===== src/rtl/seg_pkg.sv =====
// Shared types and constants for the seven-segment display driver.
// Segment patterns are active-low, bit order g,f,e,d,c,b,a.
package seg_pkg;

    typedef enum logic [1:0] {
        IDLE  = 2'd0,
        SHIFT = 2'd1,
        DONE  = 2'd2
    } conv_state_t;

    localparam logic [6:0] SEG_0     = 7'b1000000;
    localparam logic [6:0] SEG_1     = 7'b1111001;
    localparam logic [6:0] SEG_2     = 7'b0100100;
    localparam logic [6:0] SEG_3     = 7'b0110000;
    localparam logic [6:0] SEG_4     = 7'b0011001;
    localparam logic [6:0] SEG_5     = 7'b0010010;
    localparam logic [6:0] SEG_6     = 7'b0000010;
    localparam logic [6:0] SEG_7     = 7'b1111000;
    localparam logic [6:0] SEG_8     = 7'b0000000;
    localparam logic [6:0] SEG_9     = 7'b0010000;
    localparam logic [6:0] SEG_MINUS = 7'b0111111;
    localparam logic [6:0] SEG_BLANK = 7'b1111111;
    localparam logic [6:0] SEG_OFF   = 7'b1111111;
    localparam logic [3:0] AN_OFF    = 4'b1111;

    function automatic logic [6:0] bcd_to_seg(input logic [3:0] d);
        case (d)
            4'd0:    bcd_to_seg = SEG_0;
            4'd1:    bcd_to_seg = SEG_1;
            4'd2:    bcd_to_seg = SEG_2;
            4'd3:    bcd_to_seg = SEG_3;
            4'd4:    bcd_to_seg = SEG_4;
            4'd5:    bcd_to_seg = SEG_5;
            4'd6:    bcd_to_seg = SEG_6;
            4'd7:    bcd_to_seg = SEG_7;
            4'd8:    bcd_to_seg = SEG_8;
            4'd9:    bcd_to_seg = SEG_9;
            default: bcd_to_seg = SEG_BLANK;
        endcase
    endfunction

endpackage


===== src/rtl/bin_to_bcd.sv =====
// Sequential double-dabble: byte (signed or unsigned) to sign + three BCD digits.
// Latency: start accepted in IDLE, NUM_SHIFTS SHIFT cycles, results valid with done in DONE.
// Backpressure: start is ignored while busy; the caller re-requests once idle.
module bin_to_bcd
    import seg_pkg::*;
#(
    parameter int NUM_SHIFTS = 8
) (
    input  logic       clk,
    input  logic       reset,
    input  logic       start,
    input  logic [7:0] value,
    input  logic       signed_mode,
    output logic       busy,
    output logic       done,
    output logic [3:0] hundreds,
    output logic [3:0] tens,
    output logic [3:0] ones,
    output logic       neg
);

    localparam int CNT_W = $clog2(NUM_SHIFTS + 1);

    conv_state_t      state, state_nxt;
    logic [19:0]      shreg, shreg_nxt;   // {hundreds, tens, ones, binary}
    logic [19:0]      adj;
    logic [7:0]       mag;
    logic [CNT_W-1:0] cnt, cnt_nxt;
    logic             neg_q, neg_nxt;

    always_ff @(posedge clk or posedge reset) begin
        if (reset) begin
            state <= IDLE;
            shreg <= '0;
            cnt   <= '0;
            neg_q <= 1'b0;
        end else begin
            state <= state_nxt;
            shreg <= shreg_nxt;
            cnt   <= cnt_nxt;
            neg_q <= neg_nxt;
        end
    end

    always_comb begin
        state_nxt = state;
        shreg_nxt = shreg;
        cnt_nxt   = cnt;
        neg_nxt   = neg_q;
        busy      = 1'b0;
        done      = 1'b0;
        adj       = shreg;
        mag       = value;
        case (state)
            IDLE: begin
                if (start) begin
                    // 8'h80 negates to itself, which reads correctly as 128 unsigned
                    if (signed_mode && value[7]) begin
                        mag     = 8'd0 - value;
                        neg_nxt = 1'b1;
                    end else begin
                        mag     = value;
                        neg_nxt = 1'b0;
                    end
                    shreg_nxt = {12'd0, mag};
                    cnt_nxt   = '0;
                    state_nxt = SHIFT;
                end
            end
            SHIFT: begin
                busy = 1'b1;
                for (int i = 0; i < 3; i++) begin
                    if (adj[8+4*i +: 4] >= 4'd5)
                        adj[8+4*i +: 4] = adj[8+4*i +: 4] + 4'd3;
                end
                shreg_nxt = {adj[18:0], 1'b0};
                cnt_nxt   = cnt + CNT_W'(1);
                if (cnt == CNT_W'(NUM_SHIFTS - 1))
                    state_nxt = DONE;
            end
            DONE: begin
                busy      = 1'b1;
                done      = 1'b1;
                state_nxt = IDLE;
            end
            default: state_nxt = IDLE;
        endcase
    end

    assign hundreds = shreg[19:16];
    assign tens     = shreg[15:12];
    assign ones     = shreg[11:8];
    assign neg      = neg_q;

endmodule


===== src/rtl/seven_seg_driver.sv =====
// Shows a byte as signed or unsigned decimal on a 4-digit multiplexed active-low display.
// Latency: a new input is shown about 12 clocks after it settles (sample, 10-cycle busy, output flop).
// Backpressure: none; changes during a conversion are re-checked in idle so the display converges.
module seven_seg_driver
    import seg_pkg::*;
#(
    parameter int REFRESH_DIV = 17,
    parameter int NUM_SHIFTS  = 8
) (
    input  logic       clk,
    input  logic       reset,
    input  logic [7:0] value,
    input  logic       signed_mode,
    output logic [6:0] seg,
    output logic       dp,
    output logic [3:0] an,
    output logic       busy
);

    logic [REFRESH_DIV-1:0] scan_cnt;
    logic [7:0]             value_s, snap_value;
    logic                   mode_s, snap_mode, snap_vld;
    logic                   req, start, conv_busy, conv_done;
    logic [3:0]             bcd_h, bcd_t, bcd_o;
    logic                   bcd_neg;
    logic [3:0]             disp_h, disp_t, disp_o;
    logic                   disp_neg;
    logic [1:0]             digit;
    logic [6:0]             seg_nxt;
    logic [3:0]             an_nxt;

    always_ff @(posedge clk or posedge reset) begin
        if (reset) begin
            value_s    <= '0;
            mode_s     <= 1'b0;
            snap_value <= '0;
            snap_mode  <= 1'b0;
            snap_vld   <= 1'b0;
        end else begin
            value_s <= value;
            mode_s  <= signed_mode;
            if (start) begin
                snap_value <= value_s;
                snap_mode  <= mode_s;
            end
            if (conv_done)
                snap_vld <= 1'b1;
        end
    end

    assign req   = !snap_vld || (value_s != snap_value) || (mode_s != snap_mode);
    assign start = req && !conv_busy;
    // req is high throughout reset, so busy is gated to stay low then
    assign busy  = !reset && (conv_busy || req);

    bin_to_bcd #(
        .NUM_SHIFTS(NUM_SHIFTS)
    ) u_bin_to_bcd (
        .clk        (clk),
        .reset      (reset),
        .start      (start),
        .value      (value_s),
        .signed_mode(mode_s),
        .busy       (conv_busy),
        .done       (conv_done),
        .hundreds   (bcd_h),
        .tens       (bcd_t),
        .ones       (bcd_o),
        .neg        (bcd_neg)
    );

    always_ff @(posedge clk or posedge reset) begin
        if (reset) begin
            disp_h   <= '0;
            disp_t   <= '0;
            disp_o   <= '0;
            disp_neg <= 1'b0;
        end else if (conv_done) begin
            disp_h   <= bcd_h;
            disp_t   <= bcd_t;
            disp_o   <= bcd_o;
            disp_neg <= bcd_neg;
        end
    end

    always_ff @(posedge clk or posedge reset) begin
        if (reset)
            scan_cnt <= '0;
        else
            scan_cnt <= scan_cnt + REFRESH_DIV'(1);
    end

    assign digit = scan_cnt[REFRESH_DIV-1 -: 2];

    always_comb begin
        seg_nxt       = SEG_BLANK;
        an_nxt        = AN_OFF;
        an_nxt[digit] = 1'b0;
        case (digit)
            2'd3:    seg_nxt = disp_neg ? SEG_MINUS : SEG_BLANK;
            2'd2:    seg_nxt = (disp_h == 4'd0) ? SEG_BLANK : bcd_to_seg(disp_h);
            2'd1:    seg_nxt = (disp_h == 4'd0 && disp_t == 4'd0) ? SEG_BLANK : bcd_to_seg(disp_t);
            default: seg_nxt = bcd_to_seg(disp_o);
        endcase
    end

    always_ff @(posedge clk or posedge reset) begin
        if (reset) begin
            seg <= SEG_OFF;
            an  <= AN_OFF;
        end else begin
            seg <= seg_nxt;
            an  <= an_nxt;
        end
    end

    assign dp = 1'b1;

endmodule


===== config.mk =====
export PLATFORM = sky130hd
export DESIGN_NAME = seven_seg_driver
export DESIGN_NICKNAME = d
export VERILOG_FILES = /design/src/rtl/seg_pkg.sv /design/src/rtl/bin_to_bcd.sv /design/src/rtl/seven_seg_driver.sv
export SDC_FILE = /design/constraint.sdc
export NUM_CORES = 1
export LEC_CHECK = 0
export CORE_MARGIN = 2
export CORE_UTILIZATION = 25
export CTS_BUF_LIST = sky130_fd_sc_hd__clkbuf_2
export DETAILED_ROUTE_END_ITERATION = 16
export MAX_ROUTING_LAYER = met4
export PLACE_DENSITY_LB_ADDON = 0.2
export SKIP_CTS_REPAIR_TIMING = 1
export SKIP_LAST_GASP = 1
export SLEW_MARGIN = 30
export SYNTH_ARGS = -nofsm -noshare
export SYNTH_HDL_FRONTEND = slang
export SYNTH_SLANG_ARGS = --single-unit

===== constraint.sdc =====
create_clock -name clk -period 4 [get_ports clk]
set_input_delay 1 -clock clk [delete_from_list [all_inputs] [get_ports clk]]
set_output_delay 1 -clock clk [all_outputs]
set_load 0.01 [all_outputs]

Word-level counts from Yosys, hierarchy flattened
Memory sizes are Yosys's and may differ from the RTL's. Cells that the tools add are included.

Register bits after elaboration: 87. Bits in latches: 0. RAM bits: 0. Bits in read-only memories: 336. Input port bits: 11. Output and inout bits: 13. Word-level logic and storage cells: 80. Memories: 3.

Add/sub/neg operators: 6. Multipliers: 0. Div/mod/pow operators: 0. Magnitude comparators: 5. Equal/unequal tests: 10. Shift-type cells: 0. Muxes and demuxes: 20. Bitwise gates (word level): 1. Reduce and logical (&&, ||, !) cells: 19.

Memories: (no name shown) (depth 16, width 7, read ports 1, clocked after memory_dff 0, write ports 0, line seg_pkg.sv:27) `case (d)`; (no name shown) (depth 16, width 7, read ports 1, clocked after memory_dff 0, write ports 0, line seg_pkg.sv:27); (no name shown) (depth 16, width 7, read ports 1, clocked after memory_dff 0, write ports 0, line seg_pkg.sv:27).

Operators by type and width (number): $pmux W20 S2 (1); $mux W7 (3); $pmux W7 S3 (1); $mux W20 (1); $add A17 B1 Y17 const B (1); $ge A4 B3 Y1 const B (3); $mux W4 (3); $add A4 B2 Y4 const B (2); $logic_not A4 Y1 (2); $mux W8 (1); $ne A8 B8 Y1 (1); $pmux W4 S2 (1); $sub A1 B8 Y8 const A (1); $eq A2 B2 Y1 const B (3); $reduce_and A2 Y1 (3); $logic_and A1 B1 Y1 (5); $add A4 B1 Y4 const B (1); $eq A2 B1 Y1 const B (2); $eq A4 B3 Y1 const B (1); $mux W1 (4); $mux W2 (2); $not A4 Y4 (1); $pmux W2 S2 (1); $add A3 B2 Y3 const B (1); other kinds (12) (16).

Longest topological paths before layout
Gate-level depths: netlist of the first run.

Word-level depth: 7. Depth in mapped cells: 8. Depth with buffers taken out: 7.

Modules after synthesis
A second synthesis of the first run with hierarchy kept.

Cells, all modules: 433. Area, all modules: 4568.1 um^2.

By module, submodules not included: seven_seg_driver (instances 1, cells each 270, area each 2924.1 um^2, seq. area each 1515.2 um^2); bin_to_bcd (instances 1, cells each 163, area each 1644.1 um^2, seq. area each 675.6 um^2).

Least setup slack after synthesis of the first run
No wires, ideal clock.

Kind: reg-to-output. Start point: register u_bin_to_bcd.state[0]. End point: output port busy. Data arrival time: 1.361 ns. Data required time: 3.000 ns. Path slack: 1.639 ns. Stages on the path, launching flop included: 6. Path buffers: 1. Cells stage by stage: dfrtp_1 > inv_1 > ha_1 > clkbuf_1 > inv_1 > a41oi_1.

Longest elaborated chain between the ends: 5. Elaborated cells between the ends (all ways): 6. Those cells by class: eq/ne (2); mux (1); reduce/logical (3).

RTL lines: start, declared (line bin_to_bcd.sv:24) `conv_state_t state, state_nxt;`; start signal, assigned (line bin_to_bcd.sv:38) `state <= state_nxt;`; $eq A2 B2 Y1 or $eq A2 B1 Y1 (tied branches) (line bin_to_bcd.sv:54) `case (state)`; $reduce_or A2 Y1 (no source line) (*); $mux W1 (*) (line bin_to_bcd.sv:54); $logic_or A1 B1 Y1 (*) (line seven_seg_driver.sv:54) `assign busy = !reset && (conv_busy || req);`; $logic_and A1 B1 Y1 (*) (line seven_seg_driver.sv:54); end, declared (line seven_seg_driver.sv:17) `output logic busy`.

Mark *: on every way between the ends. The rest lies on a longest branch, timed or not.

Final worst setup path of the first run
Same ends and word-level chain as after synthesis.

==> impl_metrics.toml, run 1 <==
[yosys]
synth_compound_area_frac = 0.1570
ys_ff_latch = 87
synthTopCellsByArea = "dfrtp_1 41%, ha_1 7.2%, dfstp_2 6.2%"
synthMostInstantiatedCell = "dfrtp_1"
synthAdderAreaFrac = 0.07244
synth_top_area_cell = "dfrtp_1"
seq_area_frac_synth = 0.4698
ys_top_cells_by_count = "76 x dfrtp_1, 49 x nand2_1, 40 x o21ai_0"
synthSimpleGateAreaFrac = 0.1374
synth_mux_area_frac = 0.05661
synth_top_family_by_area = "compound AO/OA/AOI/OAI gates"
synth_cell_types = 50
synthesis.nets = 503
synth_ff_type = "dfrtp_1"
async_reset_ff_frac = 1.000
synth_edf_count = 0
synth.avg_cell_area_um2 = 10.03
yosys_warnings = 0
syn-cell-area_um2 = 4663
synth_xor_area_frac = 0.06386
synthCells = 465
synth_top_area_share = 0.4078

[sta]
slew_headroom = 0.4728
final_max_slew_viol_count = 0
rsz0062_at_grt = "no"
max_freq_mhz = 290.8
hold_viol_final = 0
tns_ps = 0
worst_slack_ps = 561.1
period_share = 0.8597
skew_ps = 37.03
period_minus_slack_ps = 3439
tightest_slew_ps = 790.8
finalSetupViolCount = 0

[power_and_ir_drop]
leakagePower_nw = 2.189
fin_total_pwr_mw = 3.508
powerDensity_nw_per_um2 = 676.7
ir_worst_vdd_uv = 216.1

[status]
outcome = "finished, final reports clean"

[cells_and_area]
area_growth_pct = 11.16
drive_above_1_share = 0.1159
insertedDiodeCount = 0
stdcell_count = 712
fin_nets = 517

[clock_tree]
insertion_delay_ps = 580
cts.clk_slew.worst_paths_ps = 220
cts_buffer_depth = 2
cts_buffers = 9
cts_tree = "done"
cts-root-buf = "clkbuf_2"
htree_levels = 3
clock-sinks = 87

[worst_setup_path]
critPathCaptureType = "output pin"
crit_arrival_ps = 2440
critPathKind = "reg -> out"
cp-start-kind = "register"
critPathMaxFanout = 12
worstPathRequired_ps = 3000

[global_route]
grt_use_total = 0.1063
antenna_found_initial = 0
grt_max_degree = 42
grt_pass1_vias = 3261
grt_pass1_wl_um = 16350
overflow = 0

[routing]
drtAntennaViolNets = 0
met1_length_um = 4474
route.met3.wl_um = 340
vias = 3300
viasPerCell = 4.635
top_layer = "met4"
routedWlPerCell_um = 13.33
wirelength_um = 9489
wl_met2_um = 4567
drt_iter0_drc = 182
drcViolationCount = 0
dr.pass1.iters = 4

[floorplan]
row_count = 49
die_x_um = 140.6
core_um2 = 18150
die_y_um = 140.6
die_area_um2 = 19760
start_util = 0.2570
io_pins = 24

[place]
globalplace.congestion = 0.7710
placed_cells = 697
dp_hpwl_um = 6618
place_ws_ps = 802.9
io_buffers = 22

[hold_path]
hp-class = "reg -> reg"

[flow_run]
max-cap-violations = 0
-- critical path, stage by stage (launching register included) --
cell	delay, ps
dfrtp_1	430
inv_1	80
ha_1	560
inv_1	80
a41oi_1	170
clkdlybuf4s50_1	560
-- flip-flops by register name, indices dropped and copies added (netlist names), 2 cells and up --
name	count
u_bin_to_bcd.state	2
scan_cnt	17
an	4
u_bin_to_bcd.cnt	4
value_s	8
disp_h	4
disp_o	4
u_bin_to_bcd.shreg	20
seg	7
snap_value	8
disp_t	4
-- cells in the final DEF (no fill, tap or decap), types with 7 or more instances in the layout --
cell type,n
dfrtp_1,76
nand2_1,49
o21ai_0,40
nor2_1,38
ha_1,27
inv_1,25
clkdlybuf4s50_1,22
mux2_2,19
xnor2_1,18
a21oi_1,18
xor2_1,16
nand2b_1,15
dfstp_2,11
clkbuf_2,10
and3_1,8
nor3_1,8
a32o_1,8
o22ai_1,7
-- worst paths after layout --
path                       cells after the start                    end  slack (ps)             startpoint
min reg2reg                                    1            scan_cnt[0]         480            scan_cnt[0]
max in group asynchronous                      3                  an[0]        2410                  reset
max reg2reg                                    5  u_bin_to_bcd.shreg[3]        1560             value_s[3]
max                                            5                   busy         560  u_bin_to_bcd.state[0]
min in group asynchronous                      2           scan_cnt[14]         870                  reset
min                                            1            scan_cnt[0]         480            scan_cnt[0]
-- stage by stage --
stage | util | area (um2) | hold slack (ps)
after floorplan | - | 4663 | 427.2
after global placement | 0.2814 | 5107 | 449.4
after detailed placement | 0.2814 | 5107 | 443.5
after CTS | 0.2856 | 5184 | 481.7
after global routing | 0.2856 | 5184 | 497.6
final | 0.2856 | 5184 | 475.1
-- cells by family after synthesis --
family          Yosys count
simple gates            136
xor+xnor                 34
compound gates          108
mux                      24
other cells               1
fa+ha+maj                27
buf+inv                  48
flops                    87
-- layout make-up --
| type | count | area [um2] |
|---|---|---|
| inverters | 26 | 98.84 |
| flip-flops and latches | 87 | 2191 |
| multi-input cells | 330 | 2276 |
| fillers | 1919 | 12960 |
| clock buffers | 10 | 50.05 |
| well taps | 229 | 286.5 |
| repair buffers | 25 | 255.2 |
| clock inverters | 5 | 26.28 |
-- routing by layer --
metal	global-route usage	vias to the layer above
met3	0.03329	7
met1	0.1297	1585
li1	-	1644
met2	0.1744	64
met4	0.02316	0
met5	-	-
-- where the power goes --
group,switching (mW),internal (mW)
Combinational,0.976,0.763
Clock,0.300,0.0743
Sequential,0.252,1.14
No activity file was read; power rests on OpenSTA's default activity.
==> inputs of run 2 (changes only) <==
==> constraint.sdc (replaced) <==
create_clock -name clk -period 3.95 [get_ports clk]
set_input_delay 0.9875 -clock clk [delete_from_list [all_inputs] [get_ports clk]]
set_output_delay 0.9875 -clock clk [all_outputs]
set_load 0.01 [all_outputs]
==> run 2 against run 1 <==
Register-to-register slack got worse by 70 ps. Clock power increased by 45%. Via count increased by 0.39%. Clock skew decreased by 7.0 ps. Sequential power about the same. Non-clock buffer count decreased by 1. Highest routed layer unchanged. Total power increased by 6.1%.
==> impl_metrics.toml, run 2 (synthesized netlist as in run 1, its figures left out) <==
[worst_setup_path]
critPathKind = "reg -> out"
critPathCaptureType = "output pin"
cp-start-kind = "register"
reg2reg_setup_slack_ps = 1490
reg2reg_to = "u_bin_to_bcd.shreg[3]"
worstPathRequired_ps = 2960
worstSetupStartpoint = "u_bin_to_bcd.state[0]"
r2r-start = "value_s[3]"
critPathMaxFanout = 12
reg2regPathDepth = 5
crit_arrival_ps = 2470

[cells_and_area]
multiInputGateArea_um2 = 2276
largest_reg_flops = 20
n_fill_cell = 1912
area_growth_pct = 12.53
mostFrequentLayoutCells = "76 x dfrtp_1, 49 x nand2_1, 40 x o21ai_0"
layout_commonest_cell = "dfrtp_1"
largest_register = "u_bin_to_bcd.shreg"
insertedDiodeCount = 0
drive_above_1_share = 0.1222
reg_top3 = "u_bin_to_bcd.shreg x20, scan_cnt x17"
ff_latch_area_um2 = 2191
fin_nets = 516

[floorplan]
row_count = 49
start_util = 0.2570
core_um2 = 18150
io_pins = 24
die_area_um2 = 19760
die_x_um = 140.6
die_y_um = 140.6

[sta]
period_minus_slack_ps = 3458
hold_viol_final = 0
tns_ps = 0
holdWs_ps = 479.7
skew_ps = 30.06
period_share = 0.8754
tightest_slew_ps = 784.1
slew_headroom = 0.4766
finalSetupViolCount = 0
final_max_slew_viol_count = 0
max_freq_mhz = 289.2
rsz0062_at_grt = "no"

[power_and_ir_drop]
ir_worst_vdd_uv = 250.8
powerDensity_nw_per_um2 = 708.9
leakagePower_nw = 2.221

[clock_tree]
insertion_delay_ps = 570
clock-sinks = 87
cts_buffers = 9
cts_buffer_depth = 2
cts_tree = "done"
htree_levels = 3
cts.clk_slew.worst_paths_ps = 260
cts-root-buf = "clkbuf_2"

[hold_path]
min-delay-start = "scan_cnt[14]"
whs_endpoint = "scan_cnt[14]"
hp-class = "reg -> reg"
hold_depth = 1

[global_route]
grt_max_degree = 46
grt_pass1_wl_um = 16590
antenna_found_initial = 0
overflow = 0
grt_pass1_vias = 3395
grt_use_total = 0.1070

[place]
globalplace.congestion = 0.8188
io_buffers = 22
dp_hpwl_um = 6711

[flow_run]
max-cap-violations = 0

[routing]
dr.pass1.iters = 4
drt_iter0_drc = 179
wirelength_um = 9376
routedWlPerCell_um = 13.17
drcViolationCount = 0
drtAntennaViolNets = 0
vias = 3313
viasPerCell = 4.653

[status]
outcome = "finished, final reports clean"
-- run 2: cell count changes in the layout (fill, tap and decap cells not counted), moves of 2 or more --
cell	previous run	this run
bufinv_16	0	2
clkinv_4	0	2
clkinv_1	3	0
inv_6	0	2
-- run 2: power breakdown --
part	internal, mW	leakage [nW]	total, mW	switching, mW
registers	1.16	1.09	1.41	0.256
clock network	0.216	0.0831	0.544	0.328
logic	0.772	1.05	1.76	0.991
total	2.15	2.22	3.72	1.57
-- run 2: cell type report --
type	instances	area share
inverter	26	0.01884
multi-input combinational	330	0.4337
clock inverter	7	0.01955
clock buffer	9	0.008584
timing repair buffer	24	0.04721
tap	229	0.05460
sequential	87	0.4175
-- run 2: through the flow --
step | instances | power (mW) | area [um2] | util | setup slack, ps
2_1_floorplan | 465 | 2.786 | 4663 | - | 730.5
5_1_grt | 712 | 4.097 | 5248 | 0.2892 | 247.0
4_1_cts | 712 | 3.785 | 5248 | 0.2892 | 378.0
3_5_place_dp | 696 | 3.217 | 5100 | 0.2810 | 787.6
6_report | 712 | 3.720 | 5248 | 0.2892 | 492.1
3_3_place_gp | 696 | 3.179 | 5100 | 0.2810 | 787.8
-- run 2: how the worst max path moves through the flow --
stage,endpoint,slack (ps),cells past startpoint
4_1_cts,busy,380,4
6_report,busy,490,5
5_1_grt,busy,250,5
2_1_floorplan,disp_h[0],730,1
3_3_place_gp,busy,790,3
3_5_place_dp,busy,790,3
-- run 2: critical path, cell delays in order (launching register included) --
cell             delay (ps)
dfrtp_1                 440
inv_1                    70
ha_1                    580
inv_1                    80
a41oi_1                 170
clkdlybuf4s50_1         560
-- run 2: per-layer routing --
layer | GRT usage | routed length (um)
met4 | 0.03105 | 117
met5 | - | 0
met2 | 0.1700 | 4500
met3 | 0.03431 | 342
met1 | 0.1314 | 4415
==> inputs of run 3 (changes only) <==
--- a/config.mk
+++ b/config.mk
@@ -5,12 +5,12 @@
 export SDC_FILE = /design/constraint.sdc
 export NUM_CORES = 1
 export LEC_CHECK = 0
+export CORE_ASPECT_RATIO = 0.8
 export CORE_MARGIN = 2
 export CORE_UTILIZATION = 25
 export CTS_BUF_LIST = sky130_fd_sc_hd__clkbuf_2
 export DETAILED_ROUTE_END_ITERATION = 16
 export MAX_ROUTING_LAYER = met4
-export PLACE_DENSITY_LB_ADDON = 0.2
 export SKIP_CTS_REPAIR_TIMING = 1
 export SKIP_LAST_GASP = 1
 export SLEW_MARGIN = 30
==> run 3 against run 2 <==
Die area about the same. Cell count increased by 3.4%. Wire length decreased by 1.5%. Global-route usage decreased by 0.44 points. Cell area about the same. Fmax decreased by 0.61%. Largest cell class unchanged. Largest power group unchanged. Highest routed layer unchanged.
==> impl_metrics.toml, run 3 (synthesized netlist as in run 1, its figures left out) <==
[cells_and_area]
reg_top3 = "u_bin_to_bcd.shreg x20, scan_cnt x17"
post-route-util = 0.2879
insertedDiodeCount = 0
stdcell_count = 736
drive_above_1_share = 0.1201
largest_reg_flops = 20
multiInputGateArea_um2 = 2276
area_growth_pct = 12.50
ff_latch_area_um2 = 2191
fin_nets = 516
n_fill_cell = 1885
largest_register = "u_bin_to_bcd.shreg"
mostFrequentLayoutCells = "76 x dfrtp_1, 49 x nand2_1, 40 x o21ai_0"
layout_commonest_cell = "dfrtp_1"

[floorplan]
io_pins = 24
row_count = 44
die_x_um = 156.7
core_um2 = 18220
die_area_um2 = 19770
die_y_um = 126.2
start_util = 0.2559

[power_and_ir_drop]
switching_share = 0.4329
leakagePower_nw = 2.209
ir_worst_vdd_uv = 270.3
p_comb_frac = 0.483
power_frac_clock = 0.131
pwr-share-seq = 0.386
p_sw_mw = 1.585
p_int_mw = 2.076
fin_total_pwr_mw = 3.661
powerDensity_nw_per_um2 = 697.8

[worst_setup_path]
slowest_delay_ps = 570
critPathMaxFanout = 12
worstPathRequired_ps = 2960
critPathCaptureType = "output pin"
crit_arrival_ps = 2490
critPathKind = "reg -> out"
cp-start-kind = "register"
path_cells = "inv_1, ha_1, inv_1, a41oi_1, clkdlybuf4s50_1"
cp_slowest_cell = "ha_1"
cp_common_cell = "inv_1"

[clock_tree]
htree_levels = 3
cts-root-buf = "clkbuf_2"
cts_tree = "done"
insertion_delay_ps = 580
clock-sinks = 87
cts_buffers = 9
cts_buffer_depth = 2
cts.clk_slew.worst_paths_ps = 280

[routing]
drcViolationCount = 0
vias = 3331
routedWlPerCell_um = 12.55
drtAntennaViolNets = 0
wirelength_um = 9237
drt_iter0_drc = 301
dr.pass1.iters = 4
viasPerCell = 4.526

[sta]
tightest_slew_ps = 772.0
final_max_slew_viol_count = 0
skew_ps = 37.75
slew_headroom = 0.4853
holdWs_ps = 474.3
hold_viol_final = 0
max_freq_mhz = 287.4
period_share = 0.8808
finalSetupViolCount = 0
period_minus_slack_ps = 3479
rsz0062_at_grt = "no"
tns_ps = 0

[global_route]
antenna_found_initial = 0
grt_pass1_vias = 3248
grt_pass1_wl_um = 15960
overflow = 0
grt_use_total = 0.1026
grt_max_degree = 48

[place]
dp_hpwl_um = 6485
io_buffers = 22
placed_cells = 720
globalplace.congestion = 0.8591

[hold_path]
hp-class = "reg -> reg"

[flow_run]
max-cap-violations = 0

[status]
outcome = "finished, final reports clean"
[run 3: area by class of cell]
| class | instances | area share |
|---|---|---|
| clock inverter | 7 | 0.01359 |
| multi-input combinational | 330 | 0.4338 |
| timing repair buffer | 24 | 0.04722 |
| sequential | 87 | 0.4176 |
| inverter | 26 | 0.01884 |
| tap | 253 | 0.06034 |
| clock buffer | 9 | 0.008586 |
[run 3: per-layer routing]
layer  GRT usage  wire (um)
met5           -          0
met3     0.02959        390
met1      0.1455       4791
met2      0.1464       4006
met4     0.01889         48
[run 3: worst paths after layout]
check / startpoint / to / slack (ps) / depth (start not counted)
min in group asynchronous: reset / snap_value[6] / 820 / 2
min reg2reg: scan_cnt[10] / scan_cnt[10] / 470 / 1
max in group asynchronous: reset / an[2] / 2340 / 3
max: u_bin_to_bcd.state[0] / busy / 470 / 5
max reg2reg: value_s[3] / u_bin_to_bcd.shreg[3] / 1560 / 5
min: scan_cnt[10] / scan_cnt[10] / 470 / 1
[run 3: metrics by stage]
step           area [um2]  worst slack (ps)
2_1_floorplan        4663             730.5
3_3_place_gp         5130             777.9
3_5_place_dp         5130             797.3
4_1_cts              5246             432.2
5_1_grt              5246             219.9
6_report             5246             470.9
[run 3: worst max-delay path: cells and delay by family, from the launching register on]
family / cells / cell delay (ps)
fa+ha+maj: 1 / 570
compound gates: 1 / 180
flops: 1 / 450
buf+inv: 3 / 710
[run 3: power by group through the flow]
| stage | logic, mW | clock network, mW | registers (mW) |
|---|---|---|---|
| after floorplan | 1.44 | 0 | 1.34 |
| after global placement | 1.71 | 0 | 1.41 |
| after detailed placement | 1.77 | 0 | 1.43 |
| after CTS | 1.78 | 0.496 | 1.41 |
| after global routing | 2.01 | 0.547 | 1.45 |
| final | 1.77 | 0.478 | 1.41 |
